--- src/rtl/burst_capture_ctrl.sv ---
`default_nettype none
// ============================================================================
// Module   : burst_capture_ctrl
// Purpose  : Captures a programmable-length, optionally decimated burst of din
//            into an 8-entry buffer and provides a registered read port.
// Revision : 1.0 - initial release
// ============================================================================
module burst_capture_ctrl #(
    parameter int DW    = 4,
    parameter int DEPTH = 8,
    parameter int AW    = 3
) (
    input  logic          clk,
    input  logic          rstn,
    input  logic          start,
    input  logic          abort,
    input  logic [AW:0]   len,
    input  logic [3:0]    skip,
    input  logic [DW-1:0] din,
    output logic          busy,
    output logic          done,
    output logic [AW:0]   cnt,
    input  logic [AW-1:0] rd_addr,
    output logic [DW-1:0] rd_data
);

    localparam logic [1:0] c_idle    = 2'd0;
    localparam logic [1:0] c_capture = 2'd1;
    localparam logic [1:0] c_done    = 2'd2;

    localparam logic [AW:0] c_depth = (AW+1)'(DEPTH);

    logic [1:0]    r_state;
    logic [AW:0]   r_len;
    logic [3:0]    r_skip;
    logic [AW-1:0] r_wp;
    logic [3:0]    r_dc;
    logic [DW-1:0] r_mem [DEPTH];

    logic [AW:0]   w_len_clamped;
    logic [AW:0]   w_cnt_nxt;

    // Out-of-range lengths (0 or beyond the buffer) fall back to a full burst.
    assign w_len_clamped = ((len == '0) || (len > c_depth)) ? c_depth : len;
    assign w_cnt_nxt     = cnt + 1'b1;

    assign busy = (r_state == c_capture);
    assign done = (r_state == c_done);

    always_ff @(posedge clk or negedge rstn) begin
        if (!rstn) begin
            r_state <= c_idle;
            r_len   <= c_depth;
            r_skip  <= '0;
            r_wp    <= '0;
            r_dc    <= '0;
            cnt     <= '0;
            rd_data <= '0;
            for (int i = 0; i < DEPTH; i++) begin
                r_mem[i] <= '0;
            end
        end else begin
            // Non-blocking read of the array gives read-before-write on collision.
            rd_data <= r_mem[rd_addr];
            case (r_state)
                c_idle: begin
                    if (start) begin
                        r_len   <= w_len_clamped;
                        r_skip  <= skip;
                        cnt     <= '0;
                        r_wp    <= '0;
                        r_dc    <= '0;
                        r_state <= c_capture;
                    end
                end
                c_capture: begin
                    if (abort) begin
                        r_state <= c_idle;
                    end else if (r_dc == 4'd0) begin
                        r_mem[r_wp] <= din;
                        r_wp        <= r_wp + 1'b1;
                        cnt         <= w_cnt_nxt;
                        r_dc        <= r_skip;
                        if (w_cnt_nxt == r_len) begin
                            r_state <= c_done;
                        end
                    end else begin
                        r_dc <= r_dc - 4'd1;
                    end
                end
                c_done: begin
                    r_state <= c_idle;
                end
                default: begin
                    r_state <= c_idle;
                end
            endcase
        end
    end

endmodule
`default_nettype wire

--- config.mk ---
export PLATFORM = sky130hd
export DESIGN_NAME = burst_capture_ctrl
export DESIGN_NICKNAME = d
export VERILOG_FILES = /design/src/rtl/burst_capture_ctrl.sv
export SDC_FILE = /design/constraint.sdc
export NUM_CORES = 1
export LEC_CHECK = 0
export CAP_MARGIN = 20
export CELL_PAD_IN_SITES_DETAIL_PLACEMENT = 1
export CELL_PAD_IN_SITES_GLOBAL_PLACEMENT = 2
export CORE_ASPECT_RATIO = 0.8
export CORE_MARGIN = 4
export CORE_UTILIZATION = 35
export DETAILED_ROUTE_END_ITERATION = 6
export GPL_TIMING_DRIVEN = 0
export MAX_ROUTING_LAYER = met4
export PLACE_DENSITY = 0.71
export SYNTH_ARGS = -nofsm -noshare
export SYNTH_HDL_FRONTEND = slang
export SYNTH_SLANG_ARGS = --single-unit
--- constraint.sdc ---
create_clock -name clk -period 2 [get_ports clk]
set_input_delay 0.2 -clock clk [delete_from_list [all_inputs] [get_ports clk]]
set_output_delay 0.2 -clock clk [all_outputs]
set_load 0.1 [all_outputs]
Word-level counts from Yosys, hierarchy flattened
Cells that the tools add are included.

storage, ports and cells
  logic and storage cells = 67
  register bits = 57
  input bits = 19
  output and inout port bits = 10

operators by class
  eq/ne operators = 8
  $add $sub $neg = 3
  multiplexer cells = 23
  reduce and logical (&&, ||, !) cells = 11
  bitwise gates (word level) = 3
  $lt $le $gt $ge = 4

operators by type and width
  kind                 count
  $mux 4               9
  $bwmux 32            1
  $pmux 4 s2           2
  $bmux 4 s3           1
  $demux 4 s3          1
  $mux 3               3
  $reduce_and 3->1     3
  $ge 4x4->1 const B   2
  $logic_not 4->1      2
  $mux 2               4
  $not 3->4            2
  $ne 3x2->1 const B   2
  $pmux 3 s2           1
  $add 4x1->4 const B  1
  $eq 4x4->1           1
  $gt 4x4->1 const B   1
  $lt 4x1->1 const B   1
  $ne 2x2->1 const B   2
  $pmux 2 s2           1
  $reduce_and 4->1     1
  $sub 4x1->4 const B  1
  $add 3x1->3 const B  1
  $eq 2x1->1 const B   1
  $eq 2x2->1 const B   1
  other kinds (7)      7

Depth between registers and ports, before layout
  depth after elaboration = 6
  mapped depth = 7
  mapped depth without buffers = 6

Worst setup path after synthesis
Ideal clock, no wire load.

  path kind = reg2reg
  start point = reg cnt[0]
  end point = reg r_state[0]
  path buffers = 0
  required time = 1.857 ns
  data arrival time = 1.875 ns
  stages on the path, launching flop included = 6
  setup slack = -0.017 ns
  period minus slack after synthesis = 2.017 ns
  setup time = 0.143 ns
  cell sequence = dfrtp_1 -> ha_1 -> xor2_1 -> nor2_1 -> and4_1 -> o21ai_0

between the ends
  longest elaborated chain between the ends = 4

ends and longest elaborated chain
  element                            RTL line  source
  start: declaration                 22        output logic [AW:0] cnt,
  start signal: assignment           82        cnt <= w_cnt_nxt;
  $add 4x1->4                        45        assign w_cnt_nxt = cnt + 1'b1;
  $eq 4x4->1                         84        if (w_cnt_nxt == r_len) begin
  $ne 3x2->1 (no source line)        -
  $reduce_and 3->1 (no source line)  -
  end signal: assignment             52        r_state <= c_idle;
  end signal: assignment             85        r_state <= c_done;
  end signal: assignment             92        r_state <= c_idle;
  end: declaration                   33        logic [1:0] r_state;

No other way between the ends.
A chain may end at the register's enable or synchronous reset.

Final worst setup path
  start point = reg r_dc[0]
  end point = reg r_mem[7] (netlist bit)

between the ends
  longest elaborated chain between the ends = 2

ends and longest elaborated chain
  element                            RTL line  source
  start: declaration                 37        logic [3:0] r_dc;
  start signal: assignment           83        r_dc <= r_skip;
  start signal: assignment           88        r_dc <= r_dc - 4'd1;
  $logic_not 4->1                    79        end else if (r_dc == 4'd0) begin
  $reduce_and 3->1 (no source line)  -
  end signal: indexed assignment     80        r_mem[r_wp] <= din;
  end: declaration                   38        logic [DW-1:0] r_mem [DEPTH];

No other way between the ends.

==> flow_summary.json <==
{
  "synth_seq_area_share": 0.517,
  "synthCells": 210,
  "port_buffers": 26,
  "vdd_drop_max_mv": 0.773,
  "syn_area_mm2": 0.00276,
  "die_w_um": 107,
  "worstPathArrival_ns": 2.21,
  "power_mw": 4.34,
  "wl_um": 6310,
  "hpwl_um": 4300,
  "gp_congestion": 0.689,
  "rsz0062_at_grt": "yes",
  "drt_iter0_drc": 58,
  "setup_viol": 0,
  "power_density_mw_per_mm2": 1250,
  "final_util": 0.461,
  "core_area_mm2": 0.00753,
  "whs_ns": 0.388,
  "routedWlPerCell_um": 17.0,
  "cap_violations": 0,
  "grt_antenna_before_repair": 0,
  "post-place-cells": 342,
  "initial_core_util": 0.367,
  "layout.nets": 285,
  "cts_tree": "built",
  "firstDrtPassIters": 4,
  "grt_max_degree": 34,
  "synth_ff_type": "dfrtp_1",
  "rows": 28,
  "crit_top_cell": "buf_6",
  "finalHoldViolCount": 0,
  "yosys.area.top_type": "dfrtp_1",
  "clock_latency_ns": 0.34,
  "h-tree-depth": 3,
  "final_cell_area_mm2": 0.00347,
  "grt_pass1_vias": 2009,
  "area_delta_synth_final_pct": 25.6,
  "fillCellCount": 823,
  "cp_slowest_cell": "dfrtp_1",
  "layout_min_cycle_time_ns": 1.98,
  "min_path_type": "in2reg",
  "post_synth_main_area_contributors": "dfrtp_1, mux2_2, mux4_2",
  "cts_buffers": 9,
  "io-pin-count": 29,
  "cp_max_fo": 4,
  "clk_path_buf_depth": 2,
  "cp_cell_sequence": "inv_2, ha_4, nor3b_4, nand2_4, buf_6, nor3_4, buf_6, mux2_4",
  "seq_area_mm2": 0.00143,
  "fin_crit_sh": 0.992,
  "clk_pin_slew_ns": 0.07,
  "worstMarginPinSlew_ns": 0.961,
  "critPathMaxStageDelay_ns": 0.39,
  "grt_pass1_wl_um": 10800,
  "vias": 1823,
  "drc_errors": 0,
  "root_buffer": "clkbuf_8",
  "fmax_ghz": 0.504,
  "dpl_cell_area_mm2": 0.00317,
  "track_usage": 0.159,
  "outcome": "finished clean",
  "diodes": 0,
  "syn_avg_cell_area_um2": 13.2,
  "p_leak_nw": 1.67,
  "die_area_mm2": 0.00939,
  "syn_nets": 233,
  "yosysWarnings": 0,
  "clock_sinks": 57,
  "critPathKind": "reg2reg",
  "cp.required_ns": 2.22,
  "multi_input_area_mm2": 0.00132,
  "synth_top_area_share": 0.507,
  "drv_slew": 0,
  "grt_overflow": 0,
  "async_reset_ff_frac": 1.00,
  "start_kind": "flip-flop",
  "instances_no_fill": 372,
  "end_kind": "flip-flop",
  "ys_ff_latch": 57,
  "ant_nets": 0,
  "synth_cell_type_count": 36,
  "synth_edf_count": 0,
  "relSlewSlack": 0.362,
  "die_y_um": 87.5,
  "drive_above_1_share": 0.375,
  "vias_per_cell": 4.90,
  "finClkSkew_ns": 0.00556
}
-- worst max-delay path, delay by kind of cell, from the launching register on --
kind	cells	cell delay [ns]
buf+inv	3	0.39
fa+ha+maj	1	0.12
mux	1	0.29
flops	1	0.39
simple gates	3	0.65
-- report_power, final --
group | switching (mW) | total [mW] | internal (mW)
registers | 0.206 | 1.68 | 1.47
clock network | 0.468 | 0.907 | 0.439
logic | 1.05 | 1.76 | 0.712
total | 1.72 | 4.34 | 2.62
-- routing by layer --
layer,global-route usage,vias to the layer above,wire length (um),share of wire
met5,-,-,0,0
met2,0.221,24,2820,0.45
met3,0.0371,12,158,0.025
met1,0.220,930,3200,0.51
met4,0.0722,0,124,0.020
li1,-,857,-,-
-- cells by family after synthesis --
logic type,Yosys count,synth area share
AND/OR/NAND/NOR,68,0.170
AO/OA/AOI/OAI,15,0.0294
adder cells (fa/ha/maj),4,0.0181
multiplexers,46,0.220
flip-flops,57,0.517
XOR/XNOR,8,0.0253
buffers and inverters,12,0.0208
-- flip-flops by register name, summed over array words and instances, names as in the netlist --
| signal | flops |
|---|---|
| r_dc | 4 |
| r_skip | 4 |
| rd_data | 4 |
| r_wp | 3 |
| r_mem | 32 |
| cnt | 4 |
| r_state | 2 |
| r_len | 4 |
-- cells in the mapped netlist (3+ instances only) --
cell type  count
xor2_1         4
xnor2_1        4
buf_2          4
dfrtp_1       56
nand3_1        8
nand2_1       28
a21oi_1        3
ha_1           4
clkbuf_1       5
nor2_1         7
nand3b_1       3
o21ai_0       10
mux2_2        37
mux4_2         8
-- stage by stage --
stage	setup TNS, ns	setup slack (ns)
after CTS	-0.0403	-0.0155
after floorplan	0	0.0163
after detailed placement	-6.62	-0.313
after global routing	-0.229	-0.0461
after global placement	-75.92	-1.46
final	0	0.0161
-- cells in the final DEF, fill, tap and decap left out, types with 6 or more instances in the layout --
cell / Yosys / layout
clkbuf_1: 5 / 6
nand2_1: 28 / 28
o21ai_0: 10 / 10
dlygate4sd2_1: 0 / 8
mux4_2: 8 / 8
clkbuf_8: 0 / 9
mux2_2: 37 / 32
dfrtp_1: 56 / 55
nand3_1: 8 / 8
clkdlybuf4s50_1: 0 / 15
buf_4: 0 / 10
nor2_1: 7 / 7
-- final cells by class --
class,count,share of cell area
timing repair buffer,41,0.108
inverter,2,0.00216
tap,105,0.0379
sequential,57,0.412
buffer,10,0.0144
clock buffer,10,0.0368
clock inverter,6,0.0101
multi-input combinational,141,0.379
-- worst paths after layout --
kind / from / end / slack [ns] / cells past startpoint
max: r_dc[0] / r_mem[7] / 0.02 / 8
min: skip[2] / r_skip[2] / 0.39 / 3
max reg2reg: r_dc[0] / r_mem[7] / 0.02 / 8
min reg2reg: r_len[3] / r_len[3] / 0.46 / 2
max in group asynchronous: rstn / r_len[3] / 0.94 / 3
min in group asynchronous: rstn / r_len[2] / 0.42 / 2
-- repair_timing --
item / 4_1_cts / 5_1_grt
pin swaps: 3 / 4
resized for setup: 15 / 12
hold buffers: 1 / 0
buffers inserted: 9 / 4
endpoints found under the setup margin: 43 / 21
hold endpoints to repair: 24 / 0
No activity file was read; power rests on OpenSTA's default activity.
